## config.mk

```make
export PLATFORM = sky130hd
export DESIGN_NAME = instruction_loader
export DESIGN_NICKNAME = d
export VERILOG_FILES = /design/src/rtl/loader_pkg.sv /design/src/rtl/loader_checksum.sv /design/src/rtl/instruction_loader.sv
export SDC_FILE = /design/constraint.sdc
export NUM_CORES = 1
export LEC_CHECK = 0
export CORE_ASPECT_RATIO = 0.7
export CORE_MARGIN = 1.5
export CORE_UTILIZATION = 52
export CTS_CLUSTER_DIAMETER = 30
export DETAILED_ROUTE_END_ITERATION = 7
export GPL_TIMING_DRIVEN = 1
export PLACE_DENSITY = 0.7
export SETUP_SLACK_MARGIN = 0.1
export SLEW_MARGIN = 0
export SYNTH_ARGS = -nofsm -noshare
export SYNTH_HDL_FRONTEND = slang
export SYNTH_SLANG_ARGS = --single-unit
```

## constraint.sdc

```tcl
create_clock -name clk -period 2.7 [get_ports clk]
set_input_delay 0.27 -clock clk [delete_from_list [all_inputs] [get_ports clk]]
set_output_delay 0.27 -clock clk [all_outputs]
set_load 0.01 [all_outputs]
```

## src/rtl/loader_pkg.sv

```systemverilog
// Shared types and constants for the instruction loader.
package loader_pkg;

    // Loader FSM states, in frame order.
    typedef enum logic [2:0] {
        IDLE,
        LEN_LO,
        LEN_HI,
        INST_LO,
        INST_HI,
        CHECK,
        DONE,
        ERROR
    } loader_state_e;

    // Frame overhead: two length bytes in front, one checksum byte at the end.
    localparam int LEN_BYTES      = 2;
    localparam int CHECKSUM_BYTES = 1;

    // States in which the loader is consuming stream bytes.
    function automatic logic accepts_bytes(input loader_state_e s);
        return (s == LEN_LO) || (s == LEN_HI) || (s == INST_LO) ||
               (s == INST_HI) || (s == CHECK);
    endfunction

    // States from which a start pulse begins a new load.
    function automatic logic is_idle_like(input loader_state_e s);
        return (s == IDLE) || (s == DONE) || (s == ERROR);
    endfunction

endpackage

```

## src/rtl/loader_checksum.sv

```systemverilog
// Running modulo-2**BYTE_W sum of instruction bytes with an equality compare.
module loader_checksum #(
    parameter int BYTE_W = 8
) (
    input  logic              clk,
    input  logic              rst_n,
    input  logic              clear,
    input  logic              add_en,
    input  logic [BYTE_W-1:0] add_data,
    input  logic [BYTE_W-1:0] cmp_data,
    output logic              match
);

    logic [BYTE_W-1:0] acc;

    // Accumulator: clear has priority; the sum wraps naturally at BYTE_W bits.
    always_ff @(posedge clk or negedge rst_n) begin
        if (!rst_n) begin
            acc <= '0;
        end else if (clear) begin
            acc <= '0;
        end else if (add_en) begin
            acc <= acc + add_data;
        end
    end

    assign match = (acc == cmp_data);

endmodule

```

## src/rtl/instruction_loader.sv

```systemverilog
// Boot-time instruction-memory writer fed by a framed byte stream.
//
// Handshake: a byte moves on a rising clk edge where byte_valid && byte_ready.
// byte_ready depends only on the current state, never on byte_valid, and the
// source may drop byte_valid at any time; the loader simply waits.
module instruction_loader
    import loader_pkg::*;
#(
    parameter int INST_W   = 16,
    parameter int BYTE_W   = 8,
    parameter int I_ADDR_W = 12
) (
    input  logic                clk,
    input  logic                rst_n,
    input  logic                start,
    input  logic [BYTE_W-1:0]   byte_data,
    input  logic                byte_valid,
    output logic                byte_ready,
    output logic                imem_write_enable,
    output logic [I_ADDR_W-1:0] imem_addr,
    output logic [INST_W-1:0]   imem_write_data,
    output logic                busy,
    output logic                load_done,
    output logic                load_error,
    output logic                cpu_hold
);

    localparam int unsigned MAX_WORDS = 2 ** I_ADDR_W;
    // One extra bit so a full-size load can count to MAX_WORDS.
    localparam int CNT_W = I_ADDR_W + 1;

    loader_state_e state;
    loader_state_e state_next;

    logic                xfer;
    logic                start_load;
    logic                len_too_big;
    logic                len_zero;
    logic                last_word;
    logic                sum_match;
    logic                sum_add;
    logic [BYTE_W-1:0]   len_lo_q;
    logic [BYTE_W-1:0]   inst_lo_q;
    logic [2*BYTE_W-1:0] len_q;
    logic [2*BYTE_W-1:0] len_word;
    logic [CNT_W-1:0]    word_count;

    // Length as it is being completed by the LEN_HI byte.
    assign len_word    = {byte_data, len_lo_q};
    assign len_too_big = 32'(len_word) > MAX_WORDS;
    assign len_zero    = (len_word == '0);
    // True while the word being completed is the final one of the frame.
    assign last_word   = (32'(word_count) + 32'd1) == 32'(len_q);

    // State register.
    always_ff @(posedge clk or negedge rst_n) begin
        if (!rst_n) begin
            state <= IDLE;
        end else begin
            state <= state_next;
        end
    end

    // Next-state logic plus the state-decoded handshake and status outputs.
    always_comb begin
        state_next = state;
        byte_ready = accepts_bytes(state);
        busy       = accepts_bytes(state);
        xfer       = byte_valid && byte_ready;
        start_load = start && is_idle_like(state);
        sum_add    = xfer && ((state == INST_LO) || (state == INST_HI));
        case (state)
            IDLE, DONE, ERROR: begin
                if (start) begin
                    state_next = LEN_LO;
                end
            end
            LEN_LO: begin
                if (xfer) begin
                    state_next = LEN_HI;
                end
            end
            LEN_HI: begin
                if (xfer) begin
                    if (len_too_big) begin
                        state_next = ERROR;
                    end else if (len_zero) begin
                        state_next = CHECK;
                    end else begin
                        state_next = INST_LO;
                    end
                end
            end
            INST_LO: begin
                if (xfer) begin
                    state_next = INST_HI;
                end
            end
            INST_HI: begin
                if (xfer) begin
                    state_next = last_word ? CHECK : INST_LO;
                end
            end
            CHECK: begin
                if (xfer) begin
                    state_next = sum_match ? DONE : ERROR;
                end
            end
            default: begin
                state_next = IDLE;
            end
        endcase
    end

    // Checksum over instruction bytes only; length bytes never reach it.
    loader_checksum #(
        .BYTE_W (BYTE_W)
    ) u_checksum (
        .clk      (clk),
        .rst_n    (rst_n),
        .clear    (start_load),
        .add_en   (sum_add),
        .add_data (byte_data),
        .cmp_data (byte_data),
        .match    (sum_match)
    );

    // Frame bookkeeping: length capture, low-byte latch, word counter.
    always_ff @(posedge clk or negedge rst_n) begin
        if (!rst_n) begin
            len_lo_q   <= '0;
            len_q      <= '0;
            inst_lo_q  <= '0;
            word_count <= '0;
        end else begin
            if (start_load) begin
                word_count <= '0;
            end
            if (xfer) begin
                case (state)
                    LEN_LO:  len_lo_q   <= byte_data;
                    LEN_HI:  len_q      <= len_word;
                    INST_LO: inst_lo_q  <= byte_data;
                    INST_HI: word_count <= word_count + CNT_W'(1);
                    default: ;
                endcase
            end
        end
    end

    // Write port: one-cycle strobe after each INST_HI byte. The address is the
    // index of the word just completed, so it holds at the last address used
    // and never wraps, even for a full 2**I_ADDR_W word load.
    always_ff @(posedge clk or negedge rst_n) begin
        if (!rst_n) begin
            imem_write_enable <= 1'b0;
            imem_addr         <= '0;
            imem_write_data   <= '0;
        end else begin
            imem_write_enable <= 1'b0;
            if (start_load) begin
                imem_addr <= '0;
            end
            if (xfer && (state == INST_HI)) begin
                imem_write_enable <= 1'b1;
                imem_write_data   <= {byte_data, inst_lo_q};
                imem_addr         <= word_count[I_ADDR_W-1:0];
            end
        end
    end

    // Sticky result flags and CPU hold; only a matching checksum releases the CPU.
    always_ff @(posedge clk or negedge rst_n) begin
        if (!rst_n) begin
            load_done  <= 1'b0;
            load_error <= 1'b0;
            cpu_hold   <= 1'b1;
        end else begin
            if (start_load) begin
                load_done  <= 1'b0;
                load_error <= 1'b0;
                cpu_hold   <= 1'b1;
            end
            if (xfer && (state == LEN_HI) && len_too_big) begin
                load_error <= 1'b1;
            end
            if (xfer && (state == CHECK)) begin
                if (sum_match) begin
                    load_done <= 1'b1;
                    cpu_hold  <= 1'b0;
                end else begin
                    load_error <= 1'b1;
                end
            end
        end
    end

endmodule

```

==> summary.md, run 1 <==
| Metric | Value |
|---|---|
| Status | `finished clean` |
| CP peak stage delay | `0.47 ns` |
| Switch Pwr | `0.00182 W` |
| Vias/cell | `5.89` |
| I/O pins | `46` |
| PwrDens | `991 nW/µm²` |
| Total CTS buffers | `9` |
| Cell variety after synth | `57` |
| Clock slew at reported path FFs | `0.06 ns` |
| Fill cells | `707` |
| Register area share after synthesis | `49.2%` |
| Crit path to | `state[1]` |
| PostCTS Resize Cnt | `0` |
| Die area | `9190 µm²` |
| First-pass GRT wire length | `17,900 µm` |
| Initial DRC Count | `249` |
| Post-synthesis async set-or-reset flop share | `100%` |
| Combinational Power Share | `35.3%` |
| DRT Pass-1 Iters | `5` |
| Vias | `3,583` |
| Register bit total from synthesis | `88` |
| Post-synth EDFFs | `0` |
| Synthesized area | `4480 µm²` |
| CP Max Fanout | `8` |
| Sw Ratio | `34.2%` |
| Seq pwr share | `40.3%` |
| WHS | `0.474 ns` |
| Die Height | `80.7 µm` |
| CP cell instances | `ha_1 > nand4_2 > or4_1 > o32ai_1 > o22a_1 > nand4_2 > a21o_1` |
| Tightest Hold Check Type | `register to register` |
| CP delay by family, top | `simple AND/OR/NAND/NOR gates` |
| Buf+Inv Stages, Crit Path | `0` |
| Port bufs | `45` |
| Cell count along the critical path | `7` |
| Worst R2R Setup Slack | `0.38 ns` |
| CTS tree | `yes` |
| Avg Cell Area, Syn | `9.81 µm²` |
| Setup TNS | `0 ns` |
| Reg2Reg Capture Point | `state[1]` |
| Syn_nets | `478` |
| Worst vdd ir | `0.000546 V` |
| Gate Count Post-Synth | `457` |
| Most frequent CP cell | `nand4_2` |
| Part of the cycle the worst path needs | `85.9%` |
| Clk_lat worst skew | `0.34 ns` |
| Global placement routability congestion | `0.881` |
| Peak Freq | `431 MHz` |
| RSZ-0062 raised after global routing | `no` |
| Initial core utilization | `53.3%` |
| Slew margin rel. | `41.8%` |
| Post-DP HPWL | `7350 µm` |
| Die W | `114 µm` |
| Critical Path RT | `2.93 ns` |
| Grt total ovfl | `0` |
| Skew final | `0.00743 ns` |
| Bufs on Longest Clock Path | `2` |
| Max cap viols | `0` |
| Max Slew Vio Count | `0` |
| Critical path startpoint category | `register` |
| P&R area growth vs syn | `19.9%` |
| P_int | `0.00350 W` |
| GRT Total Usage | `25.9%` |
| DR WL/cell | `17.6 µm` |
| Worst setup EP type | `register` |
| ANT nets after route | `0` |
| Slew @ Worst Pin | `0.870 ns` |
| CTS root buf | `clkbuf_16` |
| Antenna diodes | `0` |
| R2r worst-path depth | `7` |
| Final min period | `2.32 ns` |
| Worst Setup SP | `word_count[0]` |
| Reg2reg start | `word_count[0]` |
| Critical path type | `register to register` |
| Leakage | `2.37 nW` |
| Site Rows | `28` |
| Vias in the first global route | `3,371` |
| Yosys warnings | `0` |
| Crit path DAT | `2.55 ns` |
| Setup-failing EPs final | `0` |
| Nets | `519` |
| H-tree Lvls | `3` |
| Initial antenna violation count | `0` |
| Top FF cell, synth | `dfrtp_1` |
| Core Area | `8410 µm²` |
| Sink Count | `88` |
| Share of layout cells above drive strength 1 | `15.3%` |
| Final hold vios | `0` |
| Post-Route WL | `10,700 µm` |
| DRC Markers | `0` |
| Max stage delay cell, worst path | `dfrtp_1` |
| Clock share of power | `24.4%` |
| Largest net degree at the start of global routing | `48` |
## layout by cell type, fill, tap and decap left out, drive strengths merged, types with 15 or more instances in the layout
cell	Yosys	layout
dfrtp	87	87
nor2	15	15
o21ai	41	41
mux2	31	31
nand2	98	98
clkdlybuf4s50	0	44
nand3	16	16
buf	21	18
## state kept, by name (all words and copies together) (netlist names), 3 cells and up
name,flops
imem_addr,12
imem_write_data,16
inst_lo_q,8
len_lo_q,8
len_q,16
state,3
u_checksum.acc,8
word_count,13
## metal layers
metal	GRT usage [%]	wire (µm)	vias to the layer above
met1	39.0	5520	1788
met4	6.00	74	0
met3	5.89	506	10
li1	-	-	1685
met5	0	0	-
met2	37.8	4580	100
## cell families after synthesis
kind of cell	count (synthesis)	synth area share [%]
AO/OA/AOI/OAI	88	12.3
flip-flops	88	49.2
multiplexers	33	8.24
adder cells (fa/ha/maj)	9	2.68
XOR/XNOR	24	4.69
buffers and inverters	41	4.27
AND/OR/NAND/NOR	174	18.6
## power by group through the flow
stage | logic, W | clock network, W | registers [W]
3_5_place_dp | 0.00187 | 0 | 0.00216
6_report | 0.00188 | 0.00130 | 0.00214
3_3_place_gp | 0.00183 | 0 | 0.00215
5_1_grt | 0.00209 | 0.00138 | 0.00221
2_1_floorplan | 0.00128 | 0 | 0.00207
4_1_cts | 0.00189 | 0.00133 | 0.00214
## worst min path at each step
stage / start / endpoint / slack (ns) / cells past startpoint
floorplan: rst_n / imem_addr[0] / -0.03 / 0
global placement: rst_n / imem_write_data[11] / 0.32 / 1
detailed placement: rst_n / imem_write_data[11] / 0.32 / 1
CTS: inst_lo_q[6] / imem_write_data[6] / 0.47 / 2
global route: imem_write_data[2] / imem_write_data[2] / 0.50 / 2
finish: imem_write_data[2] / imem_write_data[2] / 0.47 / 2
## Yosys cell counts, types with 6 or more instances
| cell | n | area share [%] |
|---|---|---|
| nand4_1 | 6 | 0.84 |
| nand3_1 | 15 | 1.7 |
| xnor2_1 | 12 | 2.3 |
| xor2_1 | 12 | 2.3 |
| mux2_2 | 31 | 7.8 |
| ha_1 | 8 | 2.2 |
| nor4_1 | 6 | 0.84 |
| a21oi_1 | 12 | 1.3 |
| o31ai_1 | 8 | 1.3 |
| inv_1 | 7 | 0.59 |
| buf_2 | 15 | 1.7 |
| o21ai_0 | 37 | 4.1 |
| nor2_1 | 15 | 1.3 |
| dfrtp_1 | 87 | 49 |
| clkbuf_1 | 12 | 1.0 |
| nand2_1 | 98 | 8.2 |
## through the flow
stage	worst slack [ns]	instances	total power, W	area [µm²]	util, %
floorplan	0.702	457	0.00335	4480	-
global placement	0.284	591	0.00398	5050	60.0
detailed placement	0.155	591	0.00403	5050	60.0
CTS	0.389	608	0.00536	5370	63.9
global route	0.175	608	0.00569	5370	63.9
finish	0.380	608	0.00533	5370	63.9
## tightest hold or removal path, delay by kind of cell (launching register included)
kind | cells | cell delay, ns
flops | 1 | 0.34
simple gates | 2 | 0.10
## area by class of cell
type                            count  area [µm²]  area share, %
Inverter                            8        30.0          0.559
Timing Repair Buffer               63         598           11.1
Multi-Input combinational cell    328        2090           39.0
Clock buffer                       11         253           4.70
Tap cell                          105         131           2.44
Clock inverter                      5        63.8           1.19
Sequential cell                    88        2200           41.0
## what timing repair did
action                                 4_1_cts  5_1_grt
setup buffers                                0        0
endpoints found under the hold margin       46        0
hold buffers                                 1        0
(Power assumes the default switching activity.)
==> run 2, diff against run 1 <==
Settings changed: CORE_UTILIZATION 52 to 57, CTS_CLUSTER_SIZE set to 12, PLACE_DENSITY 0.7 to 0.76.
==> run 2 against run 1 <==
  * Sequential share of layout area rose by 1.2 points
  * Highest routed layer unchanged
  * Sequential power is essentially flat
  * Worst setup slack lost 0.059 ns
==> summary.md, run 2 (synthesis results as in run 1) <==
| Metric | Value |
|---|---|
| CP cell instances | `ha_1 > xor2_1 > nor4_1 > nand3_1 > a211oi_1 > nand4_2 > a21o_1` |
| CP peak stage delay | `0.48 ns (about the same)` |
| Crit path DAT | `2.63 ns (+0.08 ns)` |
| Worst setup EP type | `register` |
| Part of the cycle the worst path needs | `88.1% (+2.2 points)` |
| Worst Setup SP | `word_count[0]` |
| RSZ-0062 raised after global routing | `no` |
| Vias | `3,511 (-2.0%)` |
| Die area | `8410 µm² (-8.5%)` |
| Die W | `109 µm (-4.4%)` |
| DRT met1 WL | `5260 µm (-4.7%)` |
| I/O pins | `46 (unchanged)` |
| Worst vdd ir | `0.000618 V (+13%)` |
| Clock slew at reported path FFs | `0.09 ns (+0.03 ns)` |
| CTS tree | `yes` |
| Tightest Hold Check Type | `register to register` |
| Critical path type | `register to register` |
| Slew @ Worst Pin | `0.869 ns (-0.000193 ns)` |
| Max layer used | `met4` |
| DRC Markers | `0 (unchanged)` |
| Reg2reg start | `word_count[0]` |
| Share of layout cells above drive strength 1 | `14.9% (-0.37 points)` |
| P&R area growth vs syn | `16.6%` |
| DR WL/cell | `17.4 µm (-1.1%)` |
| Vias in the first global route | `3,344 (-0.80%)` |
| Leakage | `2.30 nW (-2.9%)` |
| Post-DP HPWL | `7270 µm (-1.1%)` |
| Setup TNS | `0 ns (unchanged)` |
| Setup-failing EPs final | `0 (unchanged)` |
| Initial DRC Count | `265 (+6.4%)` |
| Bufs on Longest Clock Path | `2 (unchanged)` |
| Placed insts | `583 (-1.4%)` |
| Largest registers | `imem_write_data: 16 flops, len_q: 16 flops, word_count: 13 flops` |
| Initial antenna violation count | `0 (unchanged)` |
| Site Rows | `26 (-7.1%)` |
| Fin cells | `600 (-1.3%)` |
| CTS root buf | `clkbuf_8` |
| H-tree Lvls | `3 (unchanged)` |
| Hold Startpoint | `inst_lo_q[6]` |
| Post-Route WL | `10,400 µm (-2.4%)` |
| ANT nets after route | `0 (unchanged)` |
| CP Max Fanout | `7 (-1)` |
| Nets | `518 (-0.19%)` |
| Core Area | `7450 µm² (-11%)` |
| Max stage delay cell, worst path | `dfrtp_1` |
| Status | `finished clean` |
| PostCTS Resize Cnt | `0 (unchanged)` |
| GRT Total Usage | `27.0% (+1.1 points)` |
| Most common library cell in the layout ignoring fill and taps | `nand2_1` |
| Sink Count | `88 (unchanged)` |
| Clk_lat worst skew | `0.36 ns (+0.02 ns)` |
| Largest net degree at the start of global routing | `54 (+13%)` |
| DR WL met3 | `560 µm (+11%)` |
| Port bufs | `45 (unchanged)` |
| DRT Pass-1 Iters | `5 (unchanged)` |
| Die Height | `77.2 µm (-4.3%)` |
| Global placement routability congestion | `0.876 (-0.64%)` |
| Final hold vios | `0 (unchanged)` |
| Critical Path RT | `2.95 ns (+0.02 ns)` |
| First-pass GRT wire length | `17,200 µm (-4.3%)` |
| Grt total ovfl | `0 (unchanged)` |
| Vias/cell | `5.85 (-0.70%)` |
| Initial core utilization | `60.2% (+6.9 points)` |
| Skew final | `0.0101 ns (+0.00270 ns)` |
| Peak Freq | `420 MHz (-2.5%)` |
| PwrDens | `932 nW/µm² (-6.0%)` |
| Final min period | `2.38 ns (+0.0588 ns)` |
| Antenna diodes | `0 (unchanged)` |
| Critical path startpoint category | `register` |
| Commonest cells after routing, fill and taps aside | `nand2_1 (98), dfrtp_1 (87), clkdlybuf4s50_1 (44), o21ai_0 (37), mux2_2 (31)` |
| Slew margin rel. | `41.8% (about the same)` |
| Max Slew Vio Count | `0 (unchanged)` |
| Max cap viols | `0 (unchanged)` |
| Routed wl met2 | `4490 µm (-2.0%)` |
| Total CTS buffers | `9 (unchanged)` |
==> run 2: changes by cell type in the layout (fill, tap and decap cells not counted), sizes merged <==
cell / change
bufinv: -1
clkinvlp: +1
buf: -1
==> run 2: critical path: cells and delay by family, from the launching register on <==
family	cells	cell delay (ns)
simple gates	3	0.69
compound gates	2	0.56
flops	1	0.48
fa+ha+maj	1	0.36
xor+xnor	1	0.17
==> run 2: power by group <==
| part | switching, W | internal (W) | total (W) |
|---|---|---|---|
| registers | 0.000359 | 0.00177 | 0.00213 |
| clock network | 0.000487 | 0.000366 | 0.000853 |
| logic | 0.000930 | 0.000956 | 0.00189 |
==> run 2: worst paths after layout <==
| path | endpoint | slack, ns | depth (start not counted) |
|---|---|---|---|
| min | imem_write_data[6] | 0.47 | 2 |
| max | state[1] | 0.32 | 7 |
| max reg2reg | state[1] | 0.32 | 7 |
| min reg2reg | imem_write_data[6] | 0.47 | 2 |
| min in group asynchronous | len_lo_q[6] | 0.49 | 2 |
| max in group asynchronous | imem_addr[9] | 1.58 | 3 |
==> run 2: layout make-up <==
type                            instances  area (µm²)
Multi-Input combinational cell        328        2090
Inverter                                8        30.0
Sequential cell                        88        2200
Tap cell                               98         123
Timing Repair Buffer                   62         591
Clock inverter                          5        41.3
Clock buffer                           11         141
Fill cell                             590        2230
==> run 2: routing by layer <==
| metal | global-route usage (%) | vias up |
|---|---|---|
| met5 | 0 | - |
| met1 | 41.6 | 1723 |
| met4 | 7.89 | 0 |
| li1 | - | 1677 |
| met3 | 5.70 | 11 |
| met2 | 37.9 | 100 |
==> run 2: timing repair <==
action,CTS,global route
buffers inserted,0,0
hold buffers,1,0
hold endpoints to repair,51,0
==> run 2: per-stage QoR <==
stage | setup slack, ns | hold WS (ns) | util (%) | area (µm²) | power (W)
after floorplan | 0.702 | -0.0256 | - | 4480 | 0.00335
final | 0.321 | 0.473 | 70.1 | 5220 | 0.00487
after CTS | 0.341 | 0.471 | 70.1 | 5220 | 0.00489
after global placement | 0.302 | 0.359 | 67.5 | 5030 | 0.00395
after global routing | 0.189 | 0.495 | 70.1 | 5220 | 0.00520
after detailed placement | 0.227 | 0.364 | 67.5 | 5030 | 0.00403
